--- src/rtl/branch_predict_resolve_pkg.sv ---
// Shared definitions for the branch resolve / prediction block.
//   Condition codes carried in the EX-stage i_branch field (signed compares).
//   Two-bit saturating predictor counter states.
package branch_predict_resolve_pkg;

  // Branch condition codes
  localparam logic [2:0] BR_NONE = 3'b000;
  localparam logic [2:0] BR_BEQ  = 3'b001;
  localparam logic [2:0] BR_BNE  = 3'b010;
  localparam logic [2:0] BR_BLEZ = 3'b011;
  localparam logic [2:0] BR_BGTZ = 3'b100;
  localparam logic [2:0] BR_BLTZ = 3'b101;
  localparam logic [2:0] BR_BGEZ = 3'b110;
  // Reserved encoding, behaves exactly like BR_NONE
  localparam logic [2:0] BR_RSVD = 3'b111;

  // Predictor counter states; MSB set means "predict taken"
  localparam logic [1:0] SNT = 2'b00;
  localparam logic [1:0] WNT = 2'b01;
  localparam logic [1:0] WT  = 2'b10;
  localparam logic [1:0] ST  = 2'b11;

endpackage

--- src/rtl/branch_cond_eval.sv ---
// Combinational branch condition evaluation.
//   d1, d2 : operands, interpreted as two's-complement signed values
//   code   : condition code (BR_* from the package)
//   taken  : 1 when the condition holds; always 0 for BR_NONE / reserved
module branch_cond_eval
  import branch_predict_resolve_pkg::*;
#(
  parameter int XLEN = 32
) (
  input  logic [XLEN-1:0] d1,
  input  logic [XLEN-1:0] d2,
  input  logic [2:0]      code,
  output logic            taken
);

  localparam logic signed [XLEN-1:0] ZERO = '0;

  logic signed [XLEN-1:0] s1;
  logic signed [XLEN-1:0] s2;

  assign s1 = d1;
  assign s2 = d2;

  always_comb begin
    taken = 1'b0;
    case (code)
      BR_BEQ:  taken = (s1 == s2);
      BR_BNE:  taken = (s1 != s2);
      BR_BLEZ: taken = (s1 <= ZERO);
      BR_BGTZ: taken = (s1 >  ZERO);
      BR_BLTZ: taken = (s1 <  ZERO);
      BR_BGEZ: taken = (s1 >= ZERO);
      default: taken = 1'b0;
    endcase
  end

endmodule

--- src/rtl/branch_predict_resolve.sv ---
// EX-stage branch resolution with a direct-mapped 2-bit counter predictor.
//   i_clk, i_rst_n     : clock, synchronous active-low reset
//   i_if_pc            : IF-stage PC for the prediction lookup
//   o_pred_taken       : combinational prediction (counter MSB at i_if_pc)
//   i_valid, i_pc      : resolving instruction present in EX and its PC
//   i_data1, i_data2   : signed operands
//   i_branch           : condition code
//   i_pred_taken       : prediction made for this instruction in IF
//   i_target           : taken target
//   o_taken            : combinational actual outcome
//   o_flush            : registered one-cycle mispredict pulse
//   o_redirect_pc      : registered correct next PC, valid with o_flush
//   o_branch_cnt       : resolved-branch count (wrapping)
//   o_miss_cnt         : mispredicted-branch count (wrapping)
module branch_predict_resolve
  import branch_predict_resolve_pkg::*;
#(
  parameter int         XLEN        = 32,
  parameter int         PC_WIDTH    = 32,
  parameter int         BHT_ENTRIES = 64,
  parameter logic [1:0] BHT_INIT    = WNT,
  parameter int         CNT_WIDTH   = 32
) (
  input  logic                 i_clk,
  input  logic                 i_rst_n,
  input  logic [PC_WIDTH-1:0]  i_if_pc,
  output logic                 o_pred_taken,
  input  logic                 i_valid,
  input  logic [PC_WIDTH-1:0]  i_pc,
  input  logic [XLEN-1:0]      i_data1,
  input  logic [XLEN-1:0]      i_data2,
  input  logic [2:0]           i_branch,
  input  logic                 i_pred_taken,
  input  logic [PC_WIDTH-1:0]  i_target,
  output logic                 o_taken,
  output logic                 o_flush,
  output logic [PC_WIDTH-1:0]  o_redirect_pc,
  output logic [CNT_WIDTH-1:0] o_branch_cnt,
  output logic [CNT_WIDTH-1:0] o_miss_cnt
);

  localparam int IDX_W = $clog2(BHT_ENTRIES);

  function automatic logic [1:0] sat_inc(input logic [1:0] c);
    return (c == ST) ? ST : c + 2'd1;
  endfunction

  function automatic logic [1:0] sat_dec(input logic [1:0] c);
    return (c == SNT) ? SNT : c - 2'd1;
  endfunction

  logic [1:0]          bht [BHT_ENTRIES];
  logic [IDX_W-1:0]    if_idx;
  logic [IDX_W-1:0]    ex_idx;
  logic                cond_taken;
  logic                code_ok;
  logic                resolve;
  logic                mispredict;
  logic                flush_p1;
  logic [PC_WIDTH-1:0] redirect_pc_p1;
  logic [CNT_WIDTH-1:0] branch_cnt_p1;
  logic [CNT_WIDTH-1:0] miss_cnt_p1;
  logic                unused_if_pc;

  // Only the index bits of the IF PC take part in the lookup.
  assign unused_if_pc = ^i_if_pc;

  assign if_idx = i_if_pc[IDX_W+1:2];
  assign ex_idx = i_pc[IDX_W+1:2];

  // Pre-update read: an update in this cycle is seen by IF next cycle.
  assign o_pred_taken = bht[if_idx][1];

  branch_cond_eval #(
    .XLEN (XLEN)
  ) u_cond (
    .d1    (i_data1),
    .d2    (i_data2),
    .code  (i_branch),
    .taken (cond_taken)
  );

  assign o_taken = i_valid & cond_taken;
  assign code_ok = (i_branch != BR_NONE) && (i_branch != BR_RSVD);

  // While a flush is out, the EX instruction is wrong-path and is dropped.
  assign resolve    = i_valid & code_ok & ~flush_p1;
  assign mispredict = resolve & (o_taken != i_pred_taken);

  // ---- stage p1: predictor table update ----
  always_ff @(posedge i_clk) begin
    if (!i_rst_n) begin
      for (int i = 0; i < BHT_ENTRIES; i++) begin
        bht[i] <= BHT_INIT;
      end
    end else if (resolve) begin
      bht[ex_idx] <= o_taken ? sat_inc(bht[ex_idx]) : sat_dec(bht[ex_idx]);
    end
  end

  // ---- stage p1: flush / redirect and statistics ----
  always_ff @(posedge i_clk) begin
    if (!i_rst_n) begin
      flush_p1       <= 1'b0;
      redirect_pc_p1 <= '0;
      branch_cnt_p1  <= '0;
      miss_cnt_p1    <= '0;
    end else begin
      flush_p1 <= mispredict;
      if (mispredict) begin
        redirect_pc_p1 <= o_taken ? i_target : i_pc + PC_WIDTH'(4);
        miss_cnt_p1    <= miss_cnt_p1 + CNT_WIDTH'(1);
      end
      if (resolve) begin
        branch_cnt_p1 <= branch_cnt_p1 + CNT_WIDTH'(1);
      end
    end
  end

  assign o_flush       = flush_p1;
  assign o_redirect_pc = redirect_pc_p1;
  assign o_branch_cnt  = branch_cnt_p1;
  assign o_miss_cnt    = miss_cnt_p1;

endmodule

--- config.mk ---
export PLATFORM = sky130hd
export DESIGN_NAME = branch_predict_resolve
export DESIGN_NICKNAME = d
export VERILOG_FILES = /design/src/rtl/branch_predict_resolve_pkg.sv /design/src/rtl/branch_cond_eval.sv /design/src/rtl/branch_predict_resolve.sv
export SDC_FILE = /design/constraint.sdc
export NUM_CORES = 1
export LEC_CHECK = 0
export CORE_MARGIN = 2
export CORE_UTILIZATION = 56
export DETAILED_ROUTE_END_ITERATION = 16
export GPL_TIMING_DRIVEN = 0
export PLACE_DENSITY_LB_ADDON = 0.3
export SYNTH_ARGS = -nofsm -noshare
export SYNTH_HDL_FRONTEND = slang
export SYNTH_HIERARCHICAL = 1
export SYNTH_SLANG_ARGS = --single-unit
--- constraint.sdc ---
create_clock -name i_clk -period 7.3 [get_ports i_clk]
set_input_delay 1.095 -clock i_clk [delete_from_list [all_inputs] [get_ports i_clk]]
set_output_delay 1.095 -clock i_clk [all_outputs]
set_load 0.03 [all_outputs]
==> out/metrics.yaml <==
status: "complete, no violations"
cp_data_required_time_ns: 6.20
dr.pass1.iters: 8
cts-resized-gates: 0
yosysMostFrequentCell: "nand2_1"
drt_first_iter_violations: 1608
finalCriticalPeriod_ns: 6.09
setup_violations: 0
slowest_delay_ns: 0.90
use_met2_pct: 62.9
gp_congestion: 1.01
synthTopCellsByArea: "edfxtp_1 (30%), dfxtp_1 (15%), xnor2_1 (5.7%)"
htree_levels: 1
ys_async_sr_fraction_pct: 0
synth_seq_area_share_pct: 45.6
core.rowCount: 55
vias: 11800
synthToLayoutAreaGrowth_pct: 27.8
syn-num-nets: 1448
clock-sinks: 225
cts_buffer_depth: 3
grt_busiest_layer: "met2"
worstPathMaxFanout: 10
grtUsageMet1_pct: 42.5
cts_made_buffers: 25
cp_slowest_cell: "buf_1"
cts_tree: "done"
seq_area_sq_um: 5790
synth_edf_count: 128
rsz0062_at_grt: "false"
core_area_sq_um: 22400
drv_slew: 0
fillers: 1638
path_common_cell: "mux4_2"
hold_viol: 0
peakVddDrop_mv: 0.186
ios: 266
finalNetCount: 1711
post_cts_buffers: 0
startpoint_type: "primary input"
dp_cells: 1799
worstSkewPairLatency_ns: 0.54
overflow: 0
worstSetupEndpointType: "primary output"
die_w_um: 154
fin_setup_tns_ns: 0
path_delay_family: "buffers and inverters"
multi_input_comb_area_sq_um: 6400
post-route-period-util_pct: 83.5
finClkSkew_ns: 0.0306
synth_top_area_share_pct: 30.3
ys.flop_type: "edfxtp_1"
die_h_um: 154
holdBufCountCts: 0
synth_seq_cells: 225
routed_wl_mm: 45.3
synth_common_cells: "nand2_1 (173), edfxtp_1 (128), dfxtp_1 (97), xnor2_1 (83), a21oi_1 (76)"
hold_class: "reg -> reg"
ys_types: 65
gr-usage-met3_pct: 9.05
crit_type: "in -> out"
fmax_mhz: 164
synthCells: 1278
place_hpwl_mm: 33.5
drc: 0
cap_viol_max_count: 0
dieArea_sq_um: 23900
final_cells: 1850
synth_largest_area_cell: "edfxtp_1"
grt_use_total_pct: 37.1
grt_max_degree: 13
cts.clk_slew.worst_paths_ns: 0.06
maxSlewHeadroom_pct: 3.81
yosys_warnings: 6
layout-drive-gt1-share_pct: 7.63
antenna_found_initial: 5
path_cells: "clkbuf_1, buf_1, mux4_2, mux4_2, mux4_2, clkdlybuf4s50_1"
syn-mean-instance-area_sq_um: 9.92
path_buf_inv: 3
ant_nets: 0
worst_slew_pin_slew_ns: 1.44
first_global_vias: 11600
drt-wirelength-per-cell_um: 24.5
p_per_area_nw_per_um2: 195
port_buffers: 236
grt_pass1_wl_mm: 67.2
via_per_inst: 6.40
syn_area_sq_um: 12700
crit_arrival_ns: 5.00
leakage_nw: 5.67
clockRootBuffer: "clkbuf_16"
start_util_pct: 56.5
## layout make-up
cell class / count / share of cell area, %
Antenna cell: 5 / 0.0772
Buffer: 91 / 2.81
Clock buffer: 37 / 4.52
Clock inverter: 9 / 0.417
Inverter: 9 / 0.208
Multi-Input combinational cell: 953 / 39.5
Sequential cell: 225 / 35.7
Tap cell: 285 / 2.20
Timing Repair Buffer: 236 / 14.6
## final timing paths
check / start / endpoint / slack, ns / depth (start not counted)
max: i_if_pc[2] / o_pred_taken / 1.21 / 6
min: o_redirect_pc[27] / o_redirect_pc[27] / 0.46 / 2
max reg2reg: o_flush / bht[33][0] / 4.08 / 8
min reg2reg: o_redirect_pc[27] / o_redirect_pc[27] / 0.46 / 2
## layer usage
layer	up-vias	wire (um)
met3	221	5220
met5	-	0
met4	0	3340
met2	849	21500
met1	5536	15200
li1	5226	-
## power breakdown
part           internal (W)  switching (W)
Sequential          0.00137      0.0000187
Clock              0.000726       0.000513
Combinational      0.000211       0.000325
Total               0.00230       0.000857
## flip-flops by register name, summed over array words and instances, names as in the netlist
name	count
o_branch_cnt	32
bht	128
o_flush	1
o_redirect_pc	32
o_miss_cnt	32
## tightest hold or removal path, delay by kind of cell, from the launching register on
family	cells	cell delay, ns
simple gates	1	0.04
compound gates	1	0.06
flops	1	0.31
## cell usage in the layout, fill, tap and decap left out, types with 39 or more instances in the layout
cell	n
xnor2_1	83
nor2_1	51
dfxtp_1	97
nand2_1	173
nand3_1	51
and2_1	59
edfxtp_1	128
o21bai_1	52
clkdlybuf4s50_1	236
clkbuf_1	49
mux2i_1	39
a21oi_1	76
## logic make-up (layout without fill, tap and decap cells)
| family | Yosys count | in the layout | share of synthesized area (%) |
|---|---|---|---|
| fa+ha+maj | 3 | 3 | 0.296 |
| buf+inv | 100 | 382 | 3.86 |
| other cells | 0 | 5 | 0 |
| flops | 225 | 225 | 45.6 |
| mux | 70 | 70 | 7.99 |
| xor+xnor | 111 | 111 | 7.73 |
| simple gates | 483 | 483 | 19.2 |
| compound gates | 286 | 286 | 15.3 |
## through the flow
stage	worst slack (ns)	hold slack, ns	total power, W	cell area, sq um	util (%)
final	1.21	0.462	0.00316	16200	72.3
after global routing	1.14	0.488	0.00323	16200	72.3
after CTS	1.31	0.466	0.00314	16200	72.2
after detailed placement	1.32	0.458	0.00193	15400	68.6
after global placement	1.35	0.454	0.00192	15400	68.6
after floorplan	2.59	0.587	0.00169	12700	-
Note: power is estimated with default switching activity, not from simulation.
